## config.mk

```make
export PLATFORM = sky130hd
export DESIGN_NAME = neopix_frame_scheduler_flat
export DESIGN_NICKNAME = d
export VERILOG_FILES = /design/src/rtl/neopix_frame_scheduler_if.sv /design/src/rtl/neopix_frame_scheduler.sv /design/src/flat_wrapper.sv
export SDC_FILE = /design/constraint.sdc
export NUM_CORES = 1
export LEC_CHECK = 0
export CAP_MARGIN = 30
export CORE_UTILIZATION = 50
export DETAILED_ROUTE_END_ITERATION = 16
export PLACE_DENSITY = 0.67
export SYNTH_ARGS = -nofsm -noshare
export SYNTH_HDL_FRONTEND = slang
export SYNTH_SLANG_ARGS = --single-unit
export TNS_END_PERCENT = 30
```

## constraint.sdc

```tcl
create_clock -name clk -period 6.37 [get_ports clk]
set_input_delay 1.274 -clock clk [delete_from_list [all_inputs] [get_ports clk]]
set_output_delay 1.274 -clock clk [all_outputs]
set_load 0.005 [all_outputs]
```

## src/rtl/neopix_frame_scheduler_if.sv

```systemverilog
// Bundle of the SPI-writer and ws2812-driver facing signals of the frame scheduler.
// Protocol has no ready: wr_start/wr_valid/wr_end are single-cycle pulses always accepted, and a drv_data_req returns colour one cycle later.
interface neopix_frame_scheduler_if #(
  parameter int NUM_LEDS = 8
);
  localparam int ADDR_W = $clog2(NUM_LEDS);

  logic              wr_start;
  logic              wr_valid;
  logic [7:0]        wr_data;
  logic              wr_end;
  logic              wr_overflow;
  logic              drv_reset;
  logic              drv_reset_state;
  logic              drv_data_req;
  logic [ADDR_W-1:0] drv_addr;
  logic [7:0]        red;
  logic [7:0]        green;
  logic [7:0]        blue;
  logic [7:0]        frames_shown;
  logic              busy;
  logic [1:0]        wr_state;

  modport master (
    output wr_start, wr_valid, wr_data, wr_end, drv_reset_state, drv_data_req, drv_addr,
    input  wr_overflow, drv_reset, red, green, blue, frames_shown, busy, wr_state
  );

  modport slave (
    input  wr_start, wr_valid, wr_data, wr_end, drv_reset_state, drv_data_req, drv_addr,
    output wr_overflow, drv_reset, red, green, blue, frames_shown, busy, wr_state
  );
endinterface

```

## src/rtl/neopix_frame_scheduler.sv

```systemverilog
// Double-buffered GRB frame store: SPI bytes fill the back bank, banks swap only at a
// driver reset gap, and the driver reads colours from the front bank.
module neopix_frame_scheduler #(
  parameter int NUM_LEDS = 8
) (
  input logic                    clk,
  input logic                    reset,
  neopix_frame_scheduler_if.slave bus
);
  localparam int BYTES   = NUM_LEDS * 3;
  localparam int BYTES_W = $clog2(BYTES) + 1;
  localparam int ADDR_W  = $clog2(NUM_LEDS);
  localparam int IDX_W   = $clog2(BYTES);
  localparam int RD_W    = BYTES_W + 2;
  localparam logic [BYTES_W-1:0] BYTES_MAX = BYTES_W'(BYTES);

  typedef enum logic [1:0] {
    W_IDLE = 2'd0,
    W_FILL = 2'd1,
    W_PEND = 2'd2
  } w_state_t;

  w_state_t           state;
  logic [7:0]         bank [2][BYTES];
  logic               front;
  logic [BYTES_W-1:0] front_cnt;
  logic [BYTES_W-1:0] back_cnt;
  logic [BYTES_W-1:0] index;
  logic               pending;
  logic               have_frame;
  logic               rs_prev;

  logic               swap;
  logic               wr_take;
  logic               rd_in_range;
  logic [RD_W-1:0]    base;
  logic [IDX_W-1:0]   idx0, idx1, idx2;

  // pending is the registered value, so a frame ending on the edge cycle waits for the next gap
  assign swap    = bus.drv_reset_state & ~rs_prev & pending;
  assign wr_take = !swap && (state == W_FILL) && !bus.wr_start && bus.wr_valid
                   && (index < BYTES_MAX);

  assign base        = RD_W'(bus.drv_addr) * RD_W'(3);
  assign rd_in_range = (base + RD_W'(2)) < RD_W'(front_cnt);
  assign idx0        = base[IDX_W-1:0];
  assign idx1        = IDX_W'(base + RD_W'(1));
  assign idx2        = IDX_W'(base + RD_W'(2));

  assign bus.busy     = (state != W_IDLE);
  assign bus.wr_state = state;

  always_ff @(posedge clk) begin
    if (reset) begin
      state            <= W_IDLE;
      front            <= 1'b0;
      front_cnt        <= '0;
      back_cnt         <= '0;
      index            <= '0;
      pending          <= 1'b0;
      have_frame       <= 1'b0;
      rs_prev          <= 1'b0;
      bus.frames_shown <= 8'd0;
      bus.wr_overflow  <= 1'b0;
      bus.drv_reset    <= 1'b1;
    end else begin
      rs_prev         <= bus.drv_reset_state;
      bus.wr_overflow <= 1'b0;
      bus.drv_reset   <= ~have_frame;
      if (swap) begin
        front            <= ~front;
        front_cnt        <= back_cnt;
        bus.frames_shown <= bus.frames_shown + 8'd1;
        pending          <= 1'b0;
        have_frame       <= 1'b1;
        if (bus.wr_start) begin
          state    <= W_FILL;
          index    <= '0;
          back_cnt <= '0;
        end else begin
          state <= W_IDLE;
        end
      end else begin
        case (state)
          W_IDLE: begin
            if (bus.wr_start) begin
              state    <= W_FILL;
              index    <= '0;
              back_cnt <= '0;
            end
          end
          W_FILL: begin
            if (bus.wr_start) begin
              index    <= '0;
              back_cnt <= '0;
            end else begin
              if (bus.wr_valid) begin
                if (index < BYTES_MAX) begin
                  index    <= index + 1'b1;
                  back_cnt <= index + 1'b1;
                end else begin
                  bus.wr_overflow <= 1'b1;
                end
              end
              if (bus.wr_end) begin
                state   <= W_PEND;
                pending <= 1'b1;
              end
            end
          end
          W_PEND: begin
            if (bus.wr_start) begin
              state    <= W_FILL;
              pending  <= 1'b0;
              index    <= '0;
              back_cnt <= '0;
            end
          end
          default: state <= W_IDLE;
        endcase
      end
    end
  end

  // Bank RAM is never cleared; the byte counts hide stale contents
  always_ff @(posedge clk) begin
    if (wr_take) begin
      bank[~front][index[IDX_W-1:0]] <= bus.wr_data;
    end
  end

  always_ff @(posedge clk) begin
    if (reset) begin
      bus.green <= 8'd0;
      bus.red   <= 8'd0;
      bus.blue  <= 8'd0;
    end else if (bus.drv_data_req) begin
      if (rd_in_range) begin
        bus.green <= bank[front][idx0];
        bus.red   <= bank[front][idx1];
        bus.blue  <= bank[front][idx2];
      end else begin
        bus.green <= 8'd0;
        bus.red   <= 8'd0;
        bus.blue  <= 8'd0;
      end
    end
  end
endmodule

```

## src/flat_wrapper.sv

```systemverilog
// flat-port wrapper written by rule: the top's interface ports become plain ports
module neopix_frame_scheduler_flat 
#(
  parameter int NUM_LEDS = 8
)
  (clk, reset, bus_wr_start, bus_wr_valid, bus_wr_data, bus_wr_end, bus_drv_reset_state, bus_drv_data_req, bus_drv_addr, bus_wr_overflow, bus_drv_reset, bus_red, bus_green, bus_blue, bus_frames_shown, bus_busy, bus_wr_state);
  neopix_frame_scheduler_if #(.NUM_LEDS(NUM_LEDS)) bus_i ();
  input logic clk;
  input logic reset;
  input wire logic [$bits(bus_i.wr_start)-1:0] bus_wr_start;
  input wire logic [$bits(bus_i.wr_valid)-1:0] bus_wr_valid;
  input wire logic [$bits(bus_i.wr_data)-1:0] bus_wr_data;
  input wire logic [$bits(bus_i.wr_end)-1:0] bus_wr_end;
  input wire logic [$bits(bus_i.drv_reset_state)-1:0] bus_drv_reset_state;
  input wire logic [$bits(bus_i.drv_data_req)-1:0] bus_drv_data_req;
  input wire logic [$bits(bus_i.drv_addr)-1:0] bus_drv_addr;
  output wire logic [$bits(bus_i.wr_overflow)-1:0] bus_wr_overflow;
  output wire logic [$bits(bus_i.drv_reset)-1:0] bus_drv_reset;
  output wire logic [$bits(bus_i.red)-1:0] bus_red;
  output wire logic [$bits(bus_i.green)-1:0] bus_green;
  output wire logic [$bits(bus_i.blue)-1:0] bus_blue;
  output wire logic [$bits(bus_i.frames_shown)-1:0] bus_frames_shown;
  output wire logic [$bits(bus_i.busy)-1:0] bus_busy;
  output wire logic [$bits(bus_i.wr_state)-1:0] bus_wr_state;
  assign bus_i.wr_start = bus_wr_start;
  assign bus_i.wr_valid = bus_wr_valid;
  assign bus_i.wr_data = bus_wr_data;
  assign bus_i.wr_end = bus_wr_end;
  assign bus_i.drv_reset_state = bus_drv_reset_state;
  assign bus_i.drv_data_req = bus_drv_data_req;
  assign bus_i.drv_addr = bus_drv_addr;
  assign bus_wr_overflow = bus_i.wr_overflow;
  assign bus_drv_reset = bus_i.drv_reset;
  assign bus_red = bus_i.red;
  assign bus_green = bus_i.green;
  assign bus_blue = bus_i.blue;
  assign bus_frames_shown = bus_i.frames_shown;
  assign bus_busy = bus_i.busy;
  assign bus_wr_state = bus_i.wr_state;
  neopix_frame_scheduler #(.NUM_LEDS(NUM_LEDS)) u_core (.clk(clk), .reset(reset), .bus(bus_i));
endmodule
```

## Yosys cells after proc, flatten, opt, wreduce, memory -nomap -nowiden

Memories as Yosys holds them, arrays and structs flattened. A register that Yosys moved wholly into a read port is not among the register bits.
Cells that the tools add are included.

| word-level totals | value |
|---|---|
| register bits | 58 |
| bits in writable memories | 384 |
| logic and storage cells | 103 |
| memories | 1 |

Memories:

| memory | words | bits a word | read ports | clocked after Yosys merged registers in | write ports | line | text |
|---|---|---|---|---|---|---|---|
| u_core.bank | 2 | 192 | 1 | 1 | 1 | neopix_frame_scheduler.sv:24 | `logic [7:0] bank [2][BYTES];` |

| cells by class | value |
|---|---|
| $add $sub $neg | 4 |
| multiply operators | 1 |
| order comparisons | 7 |
| equality and inequality tests | 10 |
| mux-type cells | 38 |
| bitwise operators | 11 |
| reductions and logical operators | 17 |

Operators by type and width:

| operator | count |
|---|---|
| 192-bit 2-to-1 mux | 1 |
| 8-bit binary-select mux with 5-bit select | 3 |
| 8-bit 2-to-1 mux | 10 |
| 6-bit 2-to-1 mux | 7 |
| 8-bit demux with 5-bit select | 1 |
| 6-bit >= comparator (second input constant) | 4 |
| 5-bit NOT with 6-bit output | 4 |
| 6-bit one-hot mux with 2 select lines | 2 |
| 8-bit by 1-bit adder with 8-bit output (second input constant) | 1 |
| 8-bit by 6-bit less-than comparator with 1-bit output | 1 |
| 1-bit 2-to-1 mux | 8 |
| 2-bit 2-to-1 mux | 4 |
| 4-bit by 3-bit inequality test with 1-bit output (second input constant) | 2 |
| 5-bit by 2-bit adder with 6-bit output (second input constant) | 1 |
| 6-bit by 1-bit adder with 6-bit output (second input constant) | 1 |
| 6-bit by 1-bit less-than comparator with 1-bit output (second input constant) | 1 |
| 6-bit by 5-bit less-than comparator with 1-bit output (second input constant) | 1 |
| 2-bit inequality test (second input constant) | 3 |
| 3-bit by 2-bit inequality test with 1-bit output (second input constant) | 2 |
| 3-bit AND reduction | 2 |
| 5-bit by 1-bit adder with 5-bit output (second input constant) | 1 |
| 1-bit logical AND | 5 |
| 3-bit by 2-bit multiplier with 5-bit output (second input constant) | 1 |
| 1-bit NOT | 5 |
| other kinds (13) | 17 |

## Logic depth before layout (Yosys ltp)

Gate-level depths: netlist (run 1).

| logic depth | value |
|---|---|
| word-level depth | 10 |
| gate-level depth with buffers | 18 |

## Worst setup path before layout (run 1)

Ideal clock, no wire load.

| path | value |
|---|---|
| path kind | input to register |
| start | input port bus_drv_addr[1] |
| end | register u_core.bus.green[6] |
| data arrival time | 5037 ps |
| data required time | 6289 ps |
| path slack | 1252 ps |
| cell stages on the path | 18 |
| buffers on the path | 6 |
| cell sequence | inv_1 ha_1 buf_4 buf_2 buf_2 inv_1 buf_2 buf_2 ha_1 xnor2_1 clkinv_1 ha_1 a21o_1 a211o_1 a21oi_1 clkbuf_1 nand3_1 a41oi_1 |

| between the ends | value |
|---|---|
| cells in the longest elaborated chain, start to end | 6 |
| elaborated cells on any way between the ends | 8 |
| those cells by class | add/sub (1); mul (1); order compare (1); mux (4); bitwise (1) |

Ends and longest elaborated chain:

| what | line | text |
|---|---|---|
| start, declared | flat_wrapper.sv:16 | `input wire logic [$bits(bus_i.drv_addr)-1:0] bus_drv_addr;` |
| 3-bit by 2-bit multiplier with 5-bit output (*) | neopix_frame_scheduler.sv:44 | `assign base = RD_W'(bus.drv_addr) * RD_W'(3);` |
| branches (longest 4 deep; another with 8-bit by 6-bit less-than comparator with 1-bit output) | - |  |
| 8-bit 2-to-1 mux (*) | neopix_frame_scheduler.sv:138 | `if (rd_in_range) begin` |
| end signal, assigned | neopix_frame_scheduler.sv:139 | `bus.green <= bank[front][idx0];` |
| end, declared | neopix_frame_scheduler_if.sv:31 | `output wr_overflow, drv_reset, red, green, blue, frames_shown, busy, wr_state` |

Every way passes the cells marked *. The select of a mux whose other input is x is not followed.
A chain may end at the register's enable or synchronous reset.

## Worst setup path in the final report (run 1)

| path | value |
|---|---|
| start | input port bus_drv_addr[1] |
| end | register u_core.bus.green[3] |

The elaborated chain is that of the path after synthesis.

==> Flow_metrics.wiki, run 1 <==
{| class="wikitable"
! Metric !! Value
|-
| Combinational power share || 0.140
|-
| Count of final hold-check violations || 0
|-
| Average wire per cell in the routed design || 30.4 µm
|-
| Element type at the critical path end || flop
|-
| Fill cell total of the finished layout || 3,231
|-
| GRT Overall Usage || 0.269
|-
| Combined area of the multi-input logic cells || 8790 µm²
|-
| Leading register cell type out of synthesis || sky130_fd_sc_hd__edfxtp_1
|-
| Clock latency on the worst-skew pair || 590 ps
|-
| Synthesized net count || 1,283
|-
| Net total in the final layout || 1,349
|-
| Top library cells by usage in the layout, fill and taps aside || sky130_fd_sc_hd__edfxtp_1, sky130_fd_sc_hd__mux4_2, sky130_fd_sc_hd__nor2_1, sky130_fd_sc_hd__mux2i_1, sky130_fd_sc_hd__dfxtp_1
|-
| Relative max-transition margin || 0.263
|-
| Setup repair bufs after CTS || 0
|-
| Hold wc startpoint || u_core.have_frame
|-
| Worst flop-to-flop path endpoint || u_core.bus.blue[6]
|-
| Largest net degree at the start of global routing || 143
|-
| CP max stage delay || 570 ps
|-
| Height of the die || 212 µm
|-
| Number of nets still failing antenna checks after routing || 0
|-
| Most frequent standard cell in the layout excluding fill and tap cells || sky130_fd_sc_hd__edfxtp_1
|-
| Final Skew || 13.4 ps
|-
| Most frequent cell on the critical path || sky130_fd_sc_hd__ha_1
|-
| Initial core utilization || 0.510
|-
| Final period utilization || 0.813
|-
| Achievable Freq || 193 MHz
|-
| Max-capacitance violation count || 0
|-
| Die X-Extent || 212 µm
|-
| Sum of negative setup slack || 0 ps
|-
| Number of unique standard cell types used by synthesis || 62
|-
| Final setup viols || 0
|-
| Path category of the worst min-delay check || reg2reg
|-
| Vias per inst || 6.74
|-
| Type of element launching the critical path || input pin
|-
| IO Port Bufs || 54
|-
| Fraction of power consumed by sequential logic || 0.471
|-
| Area of the core || 43,300 µm²
|-
| Number of gates resized after CTS || 0
|-
| 1st-iter DRT viols || 1,661
|-
| Die Footprint || 45,000 µm²
|-
| Overflow after GRT || 0
|-
| Depth of the CTS H-tree || 2
|-
| Routed vias || 13,061
|-
| First-pass GRT wire length || 85,600 µm
|-
| P_leak || 7.75 nW
|-
| Cell breakdown of the critical path || clkdlybuf4s50_1 > ha_1 > inv_1 > fa_2 > inv_2 > ha_1 > xnor2_1 > clkinv_1 > ha_1 > a21o_1 > a211o_1 > a211o_1 > or3_1 > o211ai_1
|-
| Net load switching power || 0.00166 W
|-
| Switching part of the total || 0.246
|-
| Crit path max fanout || 14
|-
| Cells after synthesis || 1,249
|-
| I/O Pins || 55
|-
| Setup slack on the worst flop-to-flop path || 2990 ps
|-
| Number of buffers added by the clock tree synthesis step || 47
|-
| Post-Synthesis Mean Instance Area || 17.7 µm²
|-
| Half-perimeter wire length after detailed placement || 39,500 µm
|-
| Hold-fix buffers, CTS || 0
|-
| Area growth syn-to-layout || 12.6%
|-
| Pins Over Slew Limit || 0
|-
| Endpoint with the worst hold slack || u_core.bus.drv_reset
|-
| Pwr/cell area || 272 nW/µm²
|-
| Post-route total power || 0.00676 W
|-
| CP arrival || 5680 ps
|-
| Register cell area after layout || 12,700 µm²
|-
| Clock-pin slew on the worst setup and hold paths || 60 ps
|-
| Post-synthesis sequential area ratio || 0.576
|-
| Async set-reset flop share out of synthesis || 0
|-
| Min cycle time layout || 5180 ps
|-
| Worst supply voltage drop on vdd || 0.176 mV
|-
| Netlist area before placement || 22,100 µm²
|-
| P_int || 0.00510 W
|-
| Number of detailed-route iterations in the first pass || 8
|-
| Total detailed-routing wirelength || 58,800 µm
|-
| Classification of the worst setup path || in2reg
|-
| Unrepaired setup endpoints after global routing || false
|-
| GPL Wtd Cong || 0.947
|-
| R2R cell count || 6
|-
| Clock share of power || 0.389
|-
| Row cnt || 76
|-
| Clock Tree Buf Depth || 3
|-
| Layout cells sized above 1 || 0.289
|-
| Flops & latches, synth || 443
|-
| Run status || finished clean
|-
| Highest-delay cell along the critical path || sky130_fd_sc_hd__fa_2
|-
| WP data required || 6870 ps
|-
| Number of flops mapped to enable cells by yosys || 384
|-
| Number of design rule violations left after detail routing || 0
|-
| Via count of the first global-routing pass || 12,671
|-
| Initial antenna violation count || 1
|-
| Slew @ Worst Pin || 1100 ps
|-
| Warnings from Yosys || 0
|-
| Clock sink count || 443
|-
| Number of instances on the worst hold path || 1
|-
| Clock tree from TritonCTS || built
|-
| Clock Tree Root || sky130_fd_sc_hd__clkbuf_16
|}
how the worst max path moves through the flow:
stage	to	cells past startpoint	startpoint	slack, ps
after global placement	u_core.bus.green[3]	14	bus_drv_addr[1]	820
after detailed placement	u_core.bus.green[3]	14	bus_drv_addr[1]	700
after floorplan	u_core.bus.green[6]	18	bus_drv_addr[1]	1250
final	u_core.bus.green[3]	14	bus_drv_addr[1]	1190
after global routing	u_core.bus.green[3]	14	bus_drv_addr[1]	1000
after CTS	u_core.bus.green[3]	14	bus_drv_addr[1]	1270
cells by family (layout without fill, tap and decap cells):
family / count (synthesis) / after routing / share of synthesized area
xor gates and xnor gates: 17 / 17 / 0.00674
buffers and inverters: 111 / 213 / 0.0274
and+or+nand+nor: 203 / 203 / 0.0421
muxes: 321 / 321 / 0.294
DFF: 443 / 443 / 0.576
AOI/OAI and AO/OA: 138 / 138 / 0.0449
adders and majority gates: 16 / 16 / 0.00941
other: 0 / 1 / 0
through the flow:
| step | setup WS [ps] | std cells | util | instance area (µm²) | hold WS, ps |
|---|---|---|---|---|---|
| 3_5_place_dp | 699 | 1851 | 0.541 | 23400 | 390 |
| 4_1_cts | 1270 | 1936 | 0.574 | 24800 | 404 |
| 3_3_place_gp | 824 | 1827 | 0.535 | 23200 | 365 |
| 6_report | 1190 | 1937 | 0.574 | 24900 | 396 |
| 2_1_floorplan | 1250 | 1249 | - | 22100 | 358 |
| 5_1_grt | 999 | 1936 | 0.574 | 24800 | 424 |
critical path, delay by kind of cell:
kind / cells / cell delay, ps
compound gates: 4 / 1030
xor+xnor: 1 / 370
fa+ha+maj: 4 / 1400
buf+inv: 4 / 1160
simple gates: 1 / 410
cells in the mapped netlist, types with 5 or more instances:
cell type	instances	share of area
sky130_fd_sc_hd__a211o_1	6	0.0024
sky130_fd_sc_hd__a211oi_1	5	0.0017
sky130_fd_sc_hd__a21oi_1	37	0.0084
sky130_fd_sc_hd__a221oi_1	8	0.0032
sky130_fd_sc_hd__a222oi_1	5	0.0023
sky130_fd_sc_hd__a22o_1	9	0.0036
sky130_fd_sc_hd__a311oi_1	5	0.0020
sky130_fd_sc_hd__a31oi_1	6	0.0017
sky130_fd_sc_hd__a32oi_1	8	0.0032
sky130_fd_sc_hd__and3_1	7	0.0020
sky130_fd_sc_hd__buf_1	7	0.0012
sky130_fd_sc_hd__buf_2	28	0.0063
sky130_fd_sc_hd__buf_4	10	0.0034
sky130_fd_sc_hd__buf_6	11	0.0056
sky130_fd_sc_hd__clkbuf_1	36	0.0061
sky130_fd_sc_hd__dfxtp_1	59	0.053
sky130_fd_sc_hd__edfxtp_1	384	0.52
sky130_fd_sc_hd__ha_1	15	0.0085
sky130_fd_sc_hd__inv_1	14	0.0024
sky130_fd_sc_hd__mux2i_1	59	0.027
sky130_fd_sc_hd__mux4_2	256	0.26
sky130_fd_sc_hd__nand2_1	56	0.0095
sky130_fd_sc_hd__nand3_1	17	0.0039
sky130_fd_sc_hd__nand4_1	8	0.0023
sky130_fd_sc_hd__nor2_1	79	0.013
sky130_fd_sc_hd__nor2b_1	15	0.0043
sky130_fd_sc_hd__o2111ai_1	5	0.0020
sky130_fd_sc_hd__o211ai_1	5	0.0017
sky130_fd_sc_hd__o21ai_0	9	0.0020
sky130_fd_sc_hd__o31ai_1	5	0.0017
sky130_fd_sc_hd__xnor2_1	9	0.0036
sky130_fd_sc_hd__xor2_1	8	0.0032
layer usage:
metal | up-vias | GRT usage | routed length, µm
met2 | 730 | 0.407 | 27300
met4 | 2 | 0.106 | 2040
met3 | 116 | 0.0594 | 5770
met5 | - | 0 | 10
met1 | 6806 | 0.381 | 23700
li1 | 5407 | - | -
area by class of cell:
cell class / instances / area share
tap: 585 / 0.0295
clock inverter: 26 / 0.00901
multi-input combinational: 695 / 0.354
timing repair buffer: 111 / 0.0437
sequential: 443 / 0.512
antenna: 1 / 0.000101
clock buffer: 59 / 0.0496
inverter: 17 / 0.00257
power by group through the flow:
stage	combinational, W	sequential [W]	clock [W]
after floorplan	0.000608	0.00324	0
after global routing	0.000989	0.00319	0.00277
after CTS	0.000935	0.00319	0.00267
after global placement	0.000925	0.00325	0
final	0.000946	0.00319	0.00263
after detailed placement	0.000932	0.00325	0
sequential cells by signal, indices dropped and copies added, names as in the netlist, 2 cells and up, named ones only:
signal                   count
u_core.bank                384
u_core.bus.blue              8
u_core.bus.frames_shown      8
u_core.bus.green             8
u_core.bus.red               8
u_core.back_cnt              6
u_core.front_cnt             6
u_core.index                 6
u_core.bus.wr_state          2
Note: power is estimated with default switching activity, not from simulation.
==> run 2, diff against run 1 <==
PLACE_DENSITY = 0.69   (was 0.67)
clock period = 4.31 ns   (was 6.37 ns; I/O delays follow)
==> run 2 against run 1 <==
  * Routed wire length is 0.79% higher
  * Cell area rose by 2.4%
  * Critical path type unchanged
  * Worst hold slack lost 1.2 ps
  * Clock power grew 49%
  * Register-to-register slack lost 1800 ps
  * Clock skew increased by 7.7 ps
  * Highest routed layer is now met4
  * Critical endpoint is now u_core.bus.red[7]
  * Sequential share of layout area is 1.2 points lower
  * Power rose by 50%
==> Flow_metrics.wiki, run 2 (synthesis gave the netlist of run 1 again) <==
{| class="wikitable"
! Metric !! Value
|-
| Number of buffers added by the clock tree synthesis step || 48 (was 47)
|-
| R2R cell count || 7 (was 6)
|-
| Number of nets still failing antenna checks after routing || 0 (unchanged)
|-
| Slew @ Worst Pin || 938 ps (was 1100 ps)
|-
| Antenna diode count || 0 (was 1)
|-
| Max-capacitance violation count || 0 (unchanged)
|-
| Total detailed-routing wirelength || 59,300 µm (was 58,800 µm)
|-
| Clock sink count || 443 (unchanged)
|-
| Combinational power share || 0.151 (was 0.140)
|-
| Flip-flop count of the largest register, all copies and words added || 384 (unchanged)
|-
| Height of the die || 212 µm (unchanged)
|-
| Half-perimeter wire length after detailed placement || 40,400 µm (was 39,500 µm)
|-
| Min cycle time layout || 3870 ps
|-
| Area of the core || 43,300 µm² (unchanged)
|-
| Switching part of the total || 0.248 (was 0.246)
|-
| Area after DPL || 24,000 µm² (was 23,400 µm²)
|-
| Layout cells sized above 1 || 0.328 (was 0.289)
|-
| Hold-fix buffers, CTS || 0 (unchanged)
|-
| Relative max-transition margin || 0.375 (was 0.263)
|-
| Element type at the critical path end || flop (unchanged)
|-
| Most frequent standard cell in the layout excluding fill and tap cells || sky130_fd_sc_hd__edfxtp_1 (unchanged)
|-
| Final Cell Area || 25,500 µm² (was 24,900 µm²)
|-
| GRT Overall Usage || 0.269 (about the same)
|-
| Depth of the CTS H-tree || 2 (unchanged)
|-
| P_int || 0.00764 W (was 0.00510 W)
|-
| Initial antenna violation count || 0 (was 1)
|-
| Post-route total power || 0.0102 W (was 0.00676 W)
|-
| Final setup viols || 0 (unchanged)
|-
| Clock-pin slew on the worst setup and hold paths || 60 ps (about the same)
|-
| Unrepaired setup endpoints after global routing || false (unchanged)
|-
| CP max stage delay || 590 ps (was 570 ps)
|-
| Final period utilization || 0.898
|-
| Combined area of the multi-input logic cells || 8800 µm² (was 8790 µm²)
|-
| Final Skew || 21.2 ps (was 13.4 ps)
|-
| Fraction of power consumed by sequential logic || 0.463 (was 0.471)
|-
| Setup repair bufs after CTS || 0 (unchanged)
|-
| Clock Tree Buf Depth || 3 (unchanged)
|-
| Vias per inst || 6.73 (was 6.74)
|-
| 1st-iter DRT viols || 2,086 (was 1,661)
|-
| Cell family contributing the most delay on the critical path || buffers and inverters (was adder cells)
|-
| Achievable Freq || 258 MHz
|-
| Worst supply voltage drop on vdd || 0.289 mV (was 0.176 mV)
|-
| Path category of the worst min-delay check || reg2reg (unchanged)
|-
| CP arrival || 4310 ps (was 5680 ps)
|-
| Register cell area after layout || 12,700 µm² (unchanged)
|-
| Clock share of power || 0.386 (was 0.389)
|-
| Row cnt || 76 (unchanged)
|-
| Area growth syn-to-layout || 15.3% (was 12.6%)
|-
| Buffers & Inverters on Critical Path || 4 (unchanged)
|-
| Via count of the first global-routing pass || 13,180 (was 12,671)
|-
| Cell breakdown of the critical path || clkdlybuf4s50_1 > ha_1 > inv_1 > fa_2 > buf_12 > xor2_4 > buf_12 > mux4_2 > a222oi_1 > o21ai_0 (was clkdlybuf4s50_1 > ha_1 > inv_1 > fa_2 > inv_2 > ha_1 > xnor2_1 > clkinv_1 > ha_1 > a21o_1 > a211o_1 > a211o_1 > or3_1 > o211ai_1)
|-
| First-pass GRT wire length || 86,300 µm (was 85,600 µm)
|-
| Pins Over Slew Limit || 0 (unchanged)
|-
| Pwr/cell area || 399 nW/µm² (was 272 nW/µm²)
|-
| I/O Pins || 55 (unchanged)
|-
| Clock latency on the worst-skew pair || 590 ps (about the same)
|-
| Overflow after GRT || 0 (unchanged)
|-
| Number of detailed-route iterations in the first pass || 8 (unchanged)
|-
| Number of design rule violations left after detail routing || 0 (unchanged)
|-
| Classification of the worst setup path || in2reg (unchanged)
|-
| Hold slack || 395 ps (was 396 ps)
|-
| Clock Tree Root || sky130_fd_sc_hd__clkbuf_16 (unchanged)
|-
| Top library cells by usage in the layout, fill and taps aside || sky130_fd_sc_hd__edfxtp_1, sky130_fd_sc_hd__mux4_2, sky130_fd_sc_hd__buf_4, sky130_fd_sc_hd__nor2_1, sky130_fd_sc_hd__mux2i_1 (was sky130_fd_sc_hd__edfxtp_1, sky130_fd_sc_hd__mux4_2, sky130_fd_sc_hd__nor2_1, sky130_fd_sc_hd__mux2i_1, sky130_fd_sc_hd__dfxtp_1)
|-
| Number of gates resized after CTS || 0 (unchanged)
|-
| GPL Wtd Cong || 0.973 (was 0.947)
|-
| Largest net degree at the start of global routing || 142 (was 143)
|-
| Average wire per cell in the routed design || 29.5 µm (was 30.4 µm)
|-
| Die Footprint || 45,000 µm² (unchanged)
|-
| Number of instances on the worst hold path || 1 (unchanged)
|-
| IO Port Bufs || 54 (unchanged)
|-
| Fill cell total of the finished layout || 3,205 (was 3,231)
|-
| Net load switching power || 0.00252 W (was 0.00166 W)
|-
| Routed vias || 13,506 (was 13,061)
|-
| Crit path max fanout || 36 (was 14)
|-
| Clock tree from TritonCTS || built (unchanged)
|-
| WP data required || 4750 ps (was 6870 ps)
|-
| Die X-Extent || 212 µm (unchanged)
|-
| Highest-delay cell along the critical path || sky130_fd_sc_hd__fa_2 (unchanged)
|-
| Number of stages on the worst setup path || 10 (was 14)
|-
| Type of element launching the critical path || input pin (unchanged)
|-
| Initial core utilization || 0.510 (unchanged)
|-
| Net total in the final layout || 1,420 (was 1,349)
|-
| P_leak || 8.11 nW (was 7.75 nW)
|-
| Count of final hold-check violations || 0 (unchanged)
|-
| Run status || finished clean (unchanged)
|-
| Most frequent cell on the critical path || sky130_fd_sc_hd__buf_12 (was sky130_fd_sc_hd__ha_1)
|}
## run 2: metal layers
| metal | up-vias | global-route usage | wire [µm] | part of all wire |
|---|---|---|---|---|
| met2 | 861 | 0.421 | 27900 | 0.47 |
| met4 | 0 | 0.0880 | 1670 | 0.028 |
| li1 | 5551 | - | - | - |
| met5 | - | 0 | 0 | 0 |
| met1 | 6988 | 0.376 | 23500 | 0.40 |
| met3 | 106 | 0.0612 | 6150 | 0.10 |
## run 2: final cells by class
class | count | area share
inverters | 17 | 0.00256
flip-flops and latches | 443 | 0.500
well taps | 585 | 0.0288
clock inverters | 28 | 0.00885
repair buffers | 181 | 0.0646
multi-input cells | 695 | 0.346
clock buffers | 59 | 0.0497
## run 2: worst paths after layout
| check | slack [ps] | to | from |
|---|---|---|---|
| min reg2reg | 400 | u_core.bus.drv_reset | u_core.have_frame |
| max | 440 | u_core.bus.red[7] | bus_drv_addr[1] |
| max reg2reg | 1240 | u_core.bus.red[7] | flop |
| min | 400 | u_core.bus.drv_reset | u_core.have_frame |
## run 2: worst register-to-register path, delay by kind of cell (launching register included)
family / cells / cell delay (ps)
compound gates: 2 / 830
buf+inv: 2 / 660
flops: 1 / 370
mux: 3 / 1060
## run 2: power groups by stage
stage	clock [W]	sequential [W]	combinational, W
floorplan	0	0.00479	0.000905
global placement	0	0.00479	0.00149
detailed placement	0	0.00479	0.00151
CTS	0.00398	0.00470	0.00151
global route	0.00412	0.00470	0.00160
finish	0.00393	0.00470	0.00154
## run 2: per-stage QoR
step | worst slack [ps] | setup TNS [ps] | utilization | cells
final | 438 | 0 | 0.588 | 2008
after global routing | 350 | 0 | 0.588 | 2008
after CTS | 549 | 0 | 0.588 | 2008
after detailed placement | -38.3 | -45.3 | 0.554 | 1921
after global placement | -40.0 | -66.3 | 0.554 | 1921
after floorplan | 31.1 | 0 | - | 1249
==> run 3, diff against run 2 <==
CORE_UTILIZATION = 55   (was 50)
PLACE_DENSITY = 0.75   (was 0.69)
==> run 3 against run 2 <==
  * Cell area shrank 0.98%
  * Critical path depth grew 4
  * Via count grew 0.16%
  * Power is 1.3% lower
  * Register-to-register slack is essentially flat
  * Fmax rose by 1.5%
  * Clock power shrank 2%
  * Sequential power hardly changed
  * Die area down 9.0%
  * Routed wire length decreased by 0.66%
==> Flow_metrics.wiki, run 3 (synthesis gave the netlist of run 1 again) <==
{| class="wikitable"
! Metric !! Value
|-
| Antenna diode count || 0 (unchanged)
|-
| Sum of negative setup slack || 0 ps (unchanged)
|-
| Clock Tree Buf Depth || 3 (unchanged)
|-
| Area growth syn-to-layout || 14.2% (was 15.3%)
|-
| Slew @ Worst Pin || 1100 ps (was 938 ps)
|-
| CP arrival || 4280 ps (was 4310 ps)
|-
| Min cycle time layout || 3820 ps (was 3870 ps)
|-
| Launching point of the worst reg2reg path || u_core.bus.wr_state[0]
|-
| Type of element launching the critical path || input pin (unchanged)
|-
| Die X-Extent || 202 µm (was 212 µm)
|-
| First-pass GRT wire length || 86,900 µm (was 86,300 µm)
|-
| Average wire per cell in the routed design || 30.6 µm (was 29.5 µm)
|-
| WP data required || 4770 ps (was 4750 ps)
|-
| Max-capacitance violation count || 0 (unchanged)
|-
| Element type at the critical path end || flop (unchanged)
|-
| Area of the core || 39,600 µm² (was 43,300 µm²)
|-
| Initial core utilization || 0.557 (was 0.510)
|-
| Pins Over Slew Limit || 0 (unchanged)
|-
| Worst supply voltage drop on vdd || 0.267 mV (was 0.289 mV)
|-
| Top library cells by usage in the layout, fill and taps aside || sky130_fd_sc_hd__edfxtp_1, sky130_fd_sc_hd__mux4_2, sky130_fd_sc_hd__buf_4, sky130_fd_sc_hd__nor2_1, sky130_fd_sc_hd__mux2i_1 (unchanged)
|-
| Final Skew || 22.1 ps (was 21.2 ps)
|-
| Most frequent standard cell in the layout excluding fill and tap cells || sky130_fd_sc_hd__edfxtp_1 (unchanged)
|-
| Number of nets still failing antenna checks after routing || 0 (unchanged)
|-
| Die Footprint || 40,900 µm² (was 45,000 µm²)
|-
| GRT Overall Usage || 0.293 (was 0.269)
|-
| Routed met2 length || 28,200 µm (was 27,900 µm)
|-
| Clock share of power || 0.383 (was 0.386)
|-
| Overflow after GRT || 0 (unchanged)
|-
| CP max stage delay || 560 ps (was 590 ps)
|-
| Half-perimeter wire length after detailed placement || 39,000 µm (was 40,400 µm)
|-
| Path category of the worst min-delay check || reg2reg (unchanged)
|-
| Routed vias || 13,527 (was 13,506)
|-
| Setup repair bufs after CTS || 0 (unchanged)
|-
| Highest-delay cell along the critical path || sky130_fd_sc_hd__fa_2 (unchanged)
|-
| P_int || 0.00760 W (was 0.00764 W)
|-
| Vias per inst || 7.02 (was 6.73)
|-
| Clock Tree Root || sky130_fd_sc_hd__clkbuf_16 (unchanged)
|-
| Layout cells sized above 1 || 0.315 (was 0.328)
|-
| Clock sink count || 443 (unchanged)
|-
| P_leak || 8.02 nW (was 8.11 nW)
|-
| Number of detailed-route iterations in the first pass || 5 (was 8)
|-
| Relative max-transition margin || 0.267 (was 0.375)
|-
| Cell breakdown of the critical path || clkdlybuf4s50_1 > ha_1 > inv_1 > fa_2 > inv_2 > ha_2 > xnor2_2 > clkinv_2 > ha_1 > a21o_1 > a211o_1 > a211o_1 > or3_1 > o211ai_1 (was clkdlybuf4s50_1 > ha_1 > inv_1 > fa_2 > buf_12 > xor2_4 > buf_12 > mux4_2 > a222oi_1 > o21ai_0)
|-
| Final period utilization || 0.885 (was 0.898)
|-
| Top layer in use || met5 (was met4)
|-
| Run status || finished clean (unchanged)
|-
| Hold wc startpoint || u_core.have_frame (unchanged)
|-
| Net load switching power || 0.00243 W (was 0.00252 W)
|-
| Fraction of power consumed by sequential logic || 0.469 (was 0.463)
|-
| Number of design rule violations left after detail routing || 0 (unchanged)
|-
| I/O Pins || 55 (unchanged)
|-
| Classification of the worst setup path || in2reg (unchanged)
|-
| Height of the die || 202 µm (was 212 µm)
|-
| Row cnt || 73 (was 76)
|-
| Cell family contributing the most delay on the critical path || adder cells (was buffers and inverters)
|-
| Achievable Freq || 262 MHz (was 258 MHz)
|-
| Via count of the first global-routing pass || 13,312 (was 13,180)
|-
| Flip-flop count of the largest register, all copies and words added || 384 (unchanged)
|-
| Total detailed-routing wirelength || 58,900 µm (was 59,300 µm)
|-
| Final setup viols || 0 (unchanged)
|-
| Hold-fix buffers, CTS || 0 (unchanged)
|-
| Number of gates resized after CTS || 0 (unchanged)
|-
| IO Port Bufs || 54 (unchanged)
|-
| Post-route total power || 0.0100 W (was 0.0102 W)
|-
| Combinational power share || 0.147 (was 0.151)
|-
| Switching part of the total || 0.242 (was 0.248)
|-
| Largest net degree at the start of global routing || 142 (unchanged)
|-
| Detailed-routed wire length on met3 || 6480 µm (was 6150 µm)
|-
| Clock-pin slew on the worst setup and hold paths || 60 ps (about the same)
|-
| 1st-iter DRT viols || 1,898 (was 2,086)
|-
| Net total in the final layout || 1,401 (was 1,420)
|-
| Unrepaired setup endpoints after global routing || false (unchanged)
|-
| Number of buffers added by the clock tree synthesis step || 46 (was 48)
|-
| Area after DPL || 23,700 µm² (was 24,000 µm²)
|-
| Buffers & Inverters on Critical Path || 4 (unchanged)
|-
| Pwr/cell area || 398 nW/µm² (was 399 nW/µm²)
|-
| Crit path max fanout || 9 (was 36)
|-
| Final Cell Area || 25,200 µm² (was 25,500 µm²)
|-
| Count of final hold-check violations || 0 (unchanged)
|-
| Depth of the CTS H-tree || 2 (unchanged)
|-
| Wire length the detailed router placed on met1 || 22,000 µm (was 23,500 µm)
|-
| Clock tree from TritonCTS || built (unchanged)
|-
| GPL Wtd Cong || 0.965 (was 0.973)
|-
| Initial antenna violation count || 1 (was 0)
|-
| Clock latency on the worst-skew pair || 560 ps (was 590 ps)
|-
| Launching element of the worst setup path || bus_drv_addr[1] (unchanged)
|}
[run 3: cell count changes in the layout (fill, tap and decap cells not counted)]
cell and change:
sky130_fd_sc_hd__clkinvlp_4 -2, sky130_fd_sc_hd__clkinv_1 +1, sky130_fd_sc_hd__buf_4 -16, sky130_fd_sc_hd__buf_12 -1, sky130_fd_sc_hd__clkinv_2 -2, sky130_fd_sc_hd__clkinvlp_2 -3, sky130_fd_sc_hd__clkinv_4 -1, sky130_fd_sc_hd__clkbuf_1 +3
[run 3: layer usage]
layer,up-vias,track usage
met1,7012,0.402
met5,-,0
met4,2,0.109
li1,5515,-
met2,873,0.460
met3,125,0.0701
[run 3: final cells by class]
type | instances | area (µm²)
Clock buffer | 62 | 1270
Clock inverter | 21 | 180
Fill cell | 2704 | 14400
Inverter | 17 | 65.1
Multi-Input combinational cell | 695 | 8800
Sequential cell | 443 | 12700
Tap cell | 525 | 657
Timing Repair Buffer | 164 | 1510
[run 3: through the flow]
| step | hold WS (ps) | setup slack [ps] | std cells | util |
|---|---|---|---|---|
| after floorplan | 358 | 31.1 | 1249 | - |
| after global placement | 372 | 75.1 | 1844 | 0.599 |
| after detailed placement | 373 | 7.07 | 1844 | 0.599 |
| after CTS | 387 | 550 | 1927 | 0.636 |
| after global routing | 392 | 405 | 1927 | 0.636 |
| final | 385 | 494 | 1927 | 0.636 |
[run 3: final timing paths]
| check | depth (start not counted) | slack (ps) | endpoint |
|---|---|---|---|
| setup / recovery | 14 | 490 | u_core.bus.green[3] |
| hold / removal | 1 | 380 | u_core.bus.drv_reset |
| setup reg to reg | 6 | 1250 | u_core.bank[1][177] |
| hold reg to reg | 1 | 380 | u_core.bus.drv_reset |
[run 3: worst reg2reg max path, delay by kind of cell (launching register included)]
family | cells | cell delay (ps)
AND/OR/NAND/NOR | 5 | 2000
flip-flops | 1 | 480
buffers and inverters | 1 | 260
[run 3: power groups by stage]
stage                     combinational (W)  sequential [W]  clock [W]
after global routing                0.00154         0.00471    0.00404
after detailed placement            0.00145         0.00480          0
after CTS                           0.00145         0.00470    0.00388
final                               0.00148         0.00471    0.00385
after floorplan                    0.000905         0.00479          0
after global placement              0.00142         0.00479          0
==> variant 1 (flow settings as in run 3) <==
`NUM_LEDS` is set to 8 in 3 places; all go to 16.
--- a/src/rtl/neopix_frame_scheduler_if.sv
+++ b/src/rtl/neopix_frame_scheduler_if.sv
@@ -3,3 +3,3 @@
 interface neopix_frame_scheduler_if #(
-  parameter int NUM_LEDS = 8
+  parameter int NUM_LEDS = 16
 );
--- a/src/rtl/neopix_frame_scheduler.sv
+++ b/src/rtl/neopix_frame_scheduler.sv
@@ -3,3 +3,3 @@
 module neopix_frame_scheduler #(
-  parameter int NUM_LEDS = 8
+  parameter int NUM_LEDS = 16
 ) (
--- a/src/flat_wrapper.sv
+++ b/src/flat_wrapper.sv
@@ -3,3 +3,3 @@
 #(
-  parameter int NUM_LEDS = 8
+  parameter int NUM_LEDS = 16
 )
Ports: changed (resized bus_drv_addr); port bits go from 55 to 56. No check against the original RTL was run, so the function may have changed too.
==> variant 1 against run 3 <==
  * Via count increased by 82%
  * Setup slack got worse by 310 ps
  * Area after synthesis increased by 78%
  * Wire length increased by 92%
  * Non-clock buffer count increased by 101
  * Cell area increased by 77%
  * Sequential cell count increased by 387
  * Count of clock-buffer cells in the layout increased by 46
  * First-iteration DRC count increased by 66%
  * Final cell count increased by 91%
  * Synthesized cell count increased by 100%
  * Register-to-register slack got worse by 270 ps
  * Power increased by 86%
  * Critical path type unchanged
  * Critical endpoint is now u_core.bus.red[3]$_SDFFE_PP0P_
  * Largest cell class unchanged
  * Largest power group unchanged
==> variant 1: results (changes against run 3) <==
- The endpoint identified for the worst register-to-register timing path is u_core.bus.blue[5]$_SDFFE_PP0P_.
- The static leakage power is 14.8 nW (+84%).
- The largest net degree at the start of global routing came to 134 (-5.6%).
- The via count of the first global-routing pass is 23,500 (+76%).
- The clock insertion delay at the later pin of the skew report was 630 ps (+70 ps).
- The global-route wire length before repair came to 162 mm (+86%).
- The slowest stage of the critical path is the fa_4 cell.
- The internal reg-to-reg setup slack is 980 ps (-270 ps).
- The number of cells on the worst reg-to-reg path is 9 (+3).
- The first-pass iteration count of the detailed router came to 8 (+3).
- The overall fraction of global-route tracks in use was 31.5% (+2.2 points).
- In the synthesized netlist, the cells that appear most often are 768 x edfxtp_1, 532 x mux2i_1, 168 x mux4_2, 134 x nand2_1, 126 x nor2_1.
- Broken down by cell family, the worst path's largest delay share belongs to simple AND/OR/NAND/NOR gates.
- The violation count after the first detailed-route iteration is 3,154 (+66%).
- The sum of routed wire length over all layers is 113 mm (+92%).
- The routability congestion estimate came to 0.972 (+0.75%).
- The worst-case setup margin in the final layout is 184 ps (-310 ps).
- The tightest hold margin came to 425 ps (+40.5 ps).
- The total half-perimeter wirelength after legalization and detailed placement is 78.2 mm (+100%).
- The sequential cell area fraction in the yosys report is 62.0% (+4.4 points).
- The worst clock skew is 19.6 ps (-2.52 ps).
- The critical path endpoint is u_core.bus.red[3]$_SDFFE_PP0P_.
- In the post-synthesis netlist, the biggest area contributors are edfxtp_1 59%, mux2i_1 14%, mux4_2 9.7%.
- The number of flip-flops under the largest register name is 768 (+100%).
- The count of H-tree levels built during CTS is 3 (+1).
- The maximum net fanout on the critical path is 8 (-1).
- The final net count came to 2,711 (+94%).
- The post-placement cell area was 0.0420 sq mm (+77%).
- The count of input and output buffers is 55 (+1.9%).
- The run finished with clean final reports.
- The number of vias after detailed routing came to 24,600 (+82%).
- The total nets after synthesis is 2,537 (+98%).
- The share of post-route cells with drive strength above 1 was 20.3% (-11 points).
- The transition time at the pin with the least slew margin is 1030 ps (-71.9 ps).
-- variant 1: cell types whose count changed after synthesis, sizes merged, moves of 26 or more --
cell and delta:
buf +41, nand2 +78, clkbuf +40, nor2 +47
mux2 +26, o21ai +36, mux2i +473, nand2b +41
a32oi +28, nor3 +32, mux4 -92, edfxtp +384
a221oi +66
-- variant 1: what timing repair did --
item                       4_1_cts  5_1_grt
setup buffers                    1        0
cloned                           1        0
setup endpoints to repair       18        8
gates resized for setup          5        4
-- variant 1: per-stage QoR --
step	TNS [ps]	utilization, %	cells
global placement	-15430	59.8	3525
detailed placement	-16480	59.8	3526
global route	0	63.6	3676
finish	0	63.6	3676
CTS	0	63.4	3671
floorplan	0	-	2503
-- variant 1: cells by family (layout without fill, tap and decap cells) --
family	after synthesis	count (layout)	share of synthesized area, %
flops	830	830	62.0
mux	728	728	24.0
simple gates	445	445	5.32
compound gates	270	270	5.19
buf+inv	194	427	2.33
xor+xnor	21	21	0.613
fa+ha+maj	15	15	0.498
-- variant 1: power breakdown --
part	leakage (nW)	total, W	internal, W	switching (W)
registers	7.40	0.00889	0.00882	0.0000630
logic	6.17	0.00300	0.00125	0.00175
clock network	1.21	0.00680	0.00383	0.00297
-- variant 1: per-layer routing --
metal	global-route usage [%]	up-vias	share of wire (%)
met1	45.8	12600	41
met5	0	-	0.058
met2	48.4	1433	46
met4	11.1	10	3.5
li1	-	10400	-
met3	5.07	217	9.6
-- variant 1: layout make-up --
cell class	instances	area [sq um]	area share, %
clock inverter	35	304	0.680
inverter	19	73.8	0.165
multi-input combinational	1479	14100	31.6
tap	940	1180	2.63
clock buffer	108	2200	4.92
sequential	830	24300	54.4
timing repair buffer	265	2510	5.62
==> variant 2 (settings of run 3) <==
Without the edit above. Make the reset (`reset`) asynchronous in 2 clocked blocks.
--- a/src/rtl/neopix_frame_scheduler.sv
+++ b/src/rtl/neopix_frame_scheduler.sv
@@ -52,3 +52,3 @@
 
-  always_ff @(posedge clk) begin
+  always_ff @(posedge clk or posedge reset) begin
     if (reset) begin
@@ -131,3 +131,3 @@
 
-  always_ff @(posedge clk) begin
+  always_ff @(posedge clk or posedge reset) begin
     if (reset) begin
Formal check against the unedited RTL: differs if reset is asserted again (counterexample within 4 cycles, from zero or initial values and one cycle with reset high); with reset held inactive, the same outputs for 4 cycles.
==> variant 2 against run 3 <==
  * Count of clock-buffer cells in the layout shrank 8
  * Sequential share of layout area is 0.72 points lower
  * Sequential cell count decreased by 1
  * Area after synthesis is 3.0% higher
  * Wire length grew 11%
  * Cell area up 3.6%
  * Critical path depth did not move
  * Die area is 3.0% higher
  * Via count increased by 9.2%
  * Setup slack got worse by 220 ps
  * Clock skew increased by 6.9 ps
Power is not compared: it rests on default switching activity, and its combinational part moved more than twofold at a synthesized area within 25%.
==> variant 2: results (changes against run 3) <==
- The run finished with clean final reports.
- The global-route wire length before repair is 96.2 mm (+11%).
- The worst slew margin relative to its limit was 42.0% (+15 points).
- The post-CTS repair timing setup buffer count is 0 (unchanged).
- After synthesis, the cell types taking the most area are edfxtp_1 51%, mux4_2 25%, dfrtp_1 6.3%.
- The via count of the first global-routing pass is 14,400 (+7.8%).
- The total half-perimeter wirelength after legalization and detailed placement is 43.9 mm (+13%).
- The overall fraction of global-route tracks in use was 32.1% (+2.8 points).
- The violation count after the first detailed-route iteration came to 2,353 (+24%).
- The number of vias after detailed routing is 14,800 (+9.2%).
- The sequential cell area fraction in the yosys report is 57.1% (-0.51 points).
- The clock insertion delay at the later pin of the skew report is 600 ps (+40 ps).
- The data arrival time of the critical path is 4560 ps (+280 ps).
- For this run, the leading register cell type out of synthesis is edfxtp_1.
- The number of antenna violations at the first check in global routing came to 0 (-1).
- The routability congestion estimate was 0.967 (+0.19%).
- The worst setup slack after placement was -272 ps (-279 ps).
- The share of post-route cells with drive strength above 1 was 30.7% (-0.87 points).
- The worst clock skew is 29.0 ps (+6.88 ps).
- The largest net degree at the start of global routing is 128 (-9.9%).
- The number of filler instances in the final layout came to 2,822 (+4.4%).
- The count of instances resized after the clock tree is built came to 0 (unchanged).
- The number of instances in the placed design is 1,965 (+6.6%).
- The total nets after synthesis is 1,390 (+8.3%).
- The maximum net fanout on the critical path was 6 (-3).
- The final cell count without fillers came to 2,050 (+6.4%).
- The sum of routed wire length over all layers is 65.5 mm (+11%).
- The Yosys warning count is 0 (unchanged).
- The number of buffers created by CTS was 46 (unchanged).
- The first-pass iteration count of the detailed router is 6 (+1).
- The fraction of synthesis flops using an asynchronous set or reset pin is 13.1% (+13 points).
- The number of cells on the worst reg-to-reg path is 6 (unchanged).
- Counting instances in the post-synthesis netlist gives the leading cell types as 384 x edfxtp_1, 255 x mux4_2, 101 x nand2_1, 70 x nor2_1, 59 x mux2i_1.
- The proportion of netlist area held by the largest area contributor is 50.7% (-1.5 points).
- The final net count is 1,519 (+8.4%).
- The number of distinct library cells after synthesis is 65 (+4.8%).
- The number of buffers on the longest clock path is 3 (unchanged).
- The post-synthesis cell count is 1,352 (+8.2%).
## variant 2: cell count changes in the layout (fill, tap and decap cells not counted), moves of 14 or more
cell	delta
nand2_1	+45
inv_1	+14
dfxtp_1	-58
buf_4	+15
dfrtp_1	+56
nand3_1	+20
## variant 2: kinds of logic after synthesis
family	Yosys count	share of synthesized area, %
flip-flops	442	57.1
multiplexers	316	27.9
AND/OR/NAND/NOR	288	5.90
AO/OA/AOI/OAI	138	4.36
buffers and inverters	131	2.94
adder cells (fa/ha/maj)	20	1.13
XOR/XNOR	17	0.654
## variant 2: per-layer routing
layer / global-route usage [%] / up-vias / part of all wire, %
li1: - / 5875 / -
met1: 44.0 / 7482 / 37
met2: 48.6 / 1216 / 46
met3: 8.39 / 204 / 12
met4: 14.6 / 0 / 5.1
met5: 0 / - / 0
## variant 2: final timing paths
kind	startpoint	endpoint	slack [ps]
min in group asynchronous	reset	u_core.bus.green[4]$_DFFE_PP0P_	780
worst max-delay path	bus_drv_addr[1]	u_core.bus.blue[3]$_DFFE_PP0P_	280
worst min register to register	u_core.have_frame$_DFFE_PP0P_	u_core.bus.drv_reset$_DFF_PP1_	370
worst max register to register	u_core.front$_DFFE_PP0P_	u_core.bus.green[5]$_DFFE_PP0P_	1240
max in group asynchronous	reset	u_core.bus.blue[0]$_DFFE_PP0P_	2660
worst min-delay path	u_core.have_frame$_DFFE_PP0P_	u_core.bus.drv_reset$_DFF_PP1_	370
## variant 2: worst max-delay path, stage by stage
cell and delay (ps):
clkdlybuf4s50_1 530, ha_1 210, inv_1 70, fa_2 600, inv_2 80, ha_2 220
xnor2_2 200, inv_2 60, ha_1 180, a21o_1 180, a211o_1 350, a21o_1 270
a2111oi_0 560, a2111o_1 180
## variant 2: through the flow
stage / hold WS (ps) / total power (W) / util, % / cell area, sq um / TNS (ps)
4_1_cts: 377 / 0.0136 / 63.9 / 26100 / 0
3_5_place_dp: 368 / 0.00953 / 60.1 / 24600 / -1180
5_1_grt: 393 / 0.0140 / 63.9 / 26100 / 0
2_1_floorplan: 348 / 0.00828 / - / 22800 / -81.3
6_report: 373 / 0.0136 / 64.0 / 26100 / 0
3_3_place_gp: 357 / 0.00948 / 60.1 / 24600 / -53.7
## variant 2: cell type report
cell class,instances,area [sq um],share of cell area (%)
multi-input combinational,779,9150,35.0
clock inverter,30,374,1.43
antenna,1,2.50,0.00958
tap,532,666,2.55
clock buffer,54,1180,4.52
sequential,442,13000,49.7
inverter,33,124,0.474
timing repair buffer,179,1630,6.23
## variant 2: where the power goes
group / switching [W] / total, W / leakage [nW] / internal [W]
combinational: 0.00216 / 0.00446 / 3.91 / 0.00230
clock: 0.00168 / 0.00408 / 0.739 / 0.00239
sequential: 0.000239 / 0.00505 / 4.22 / 0.00481
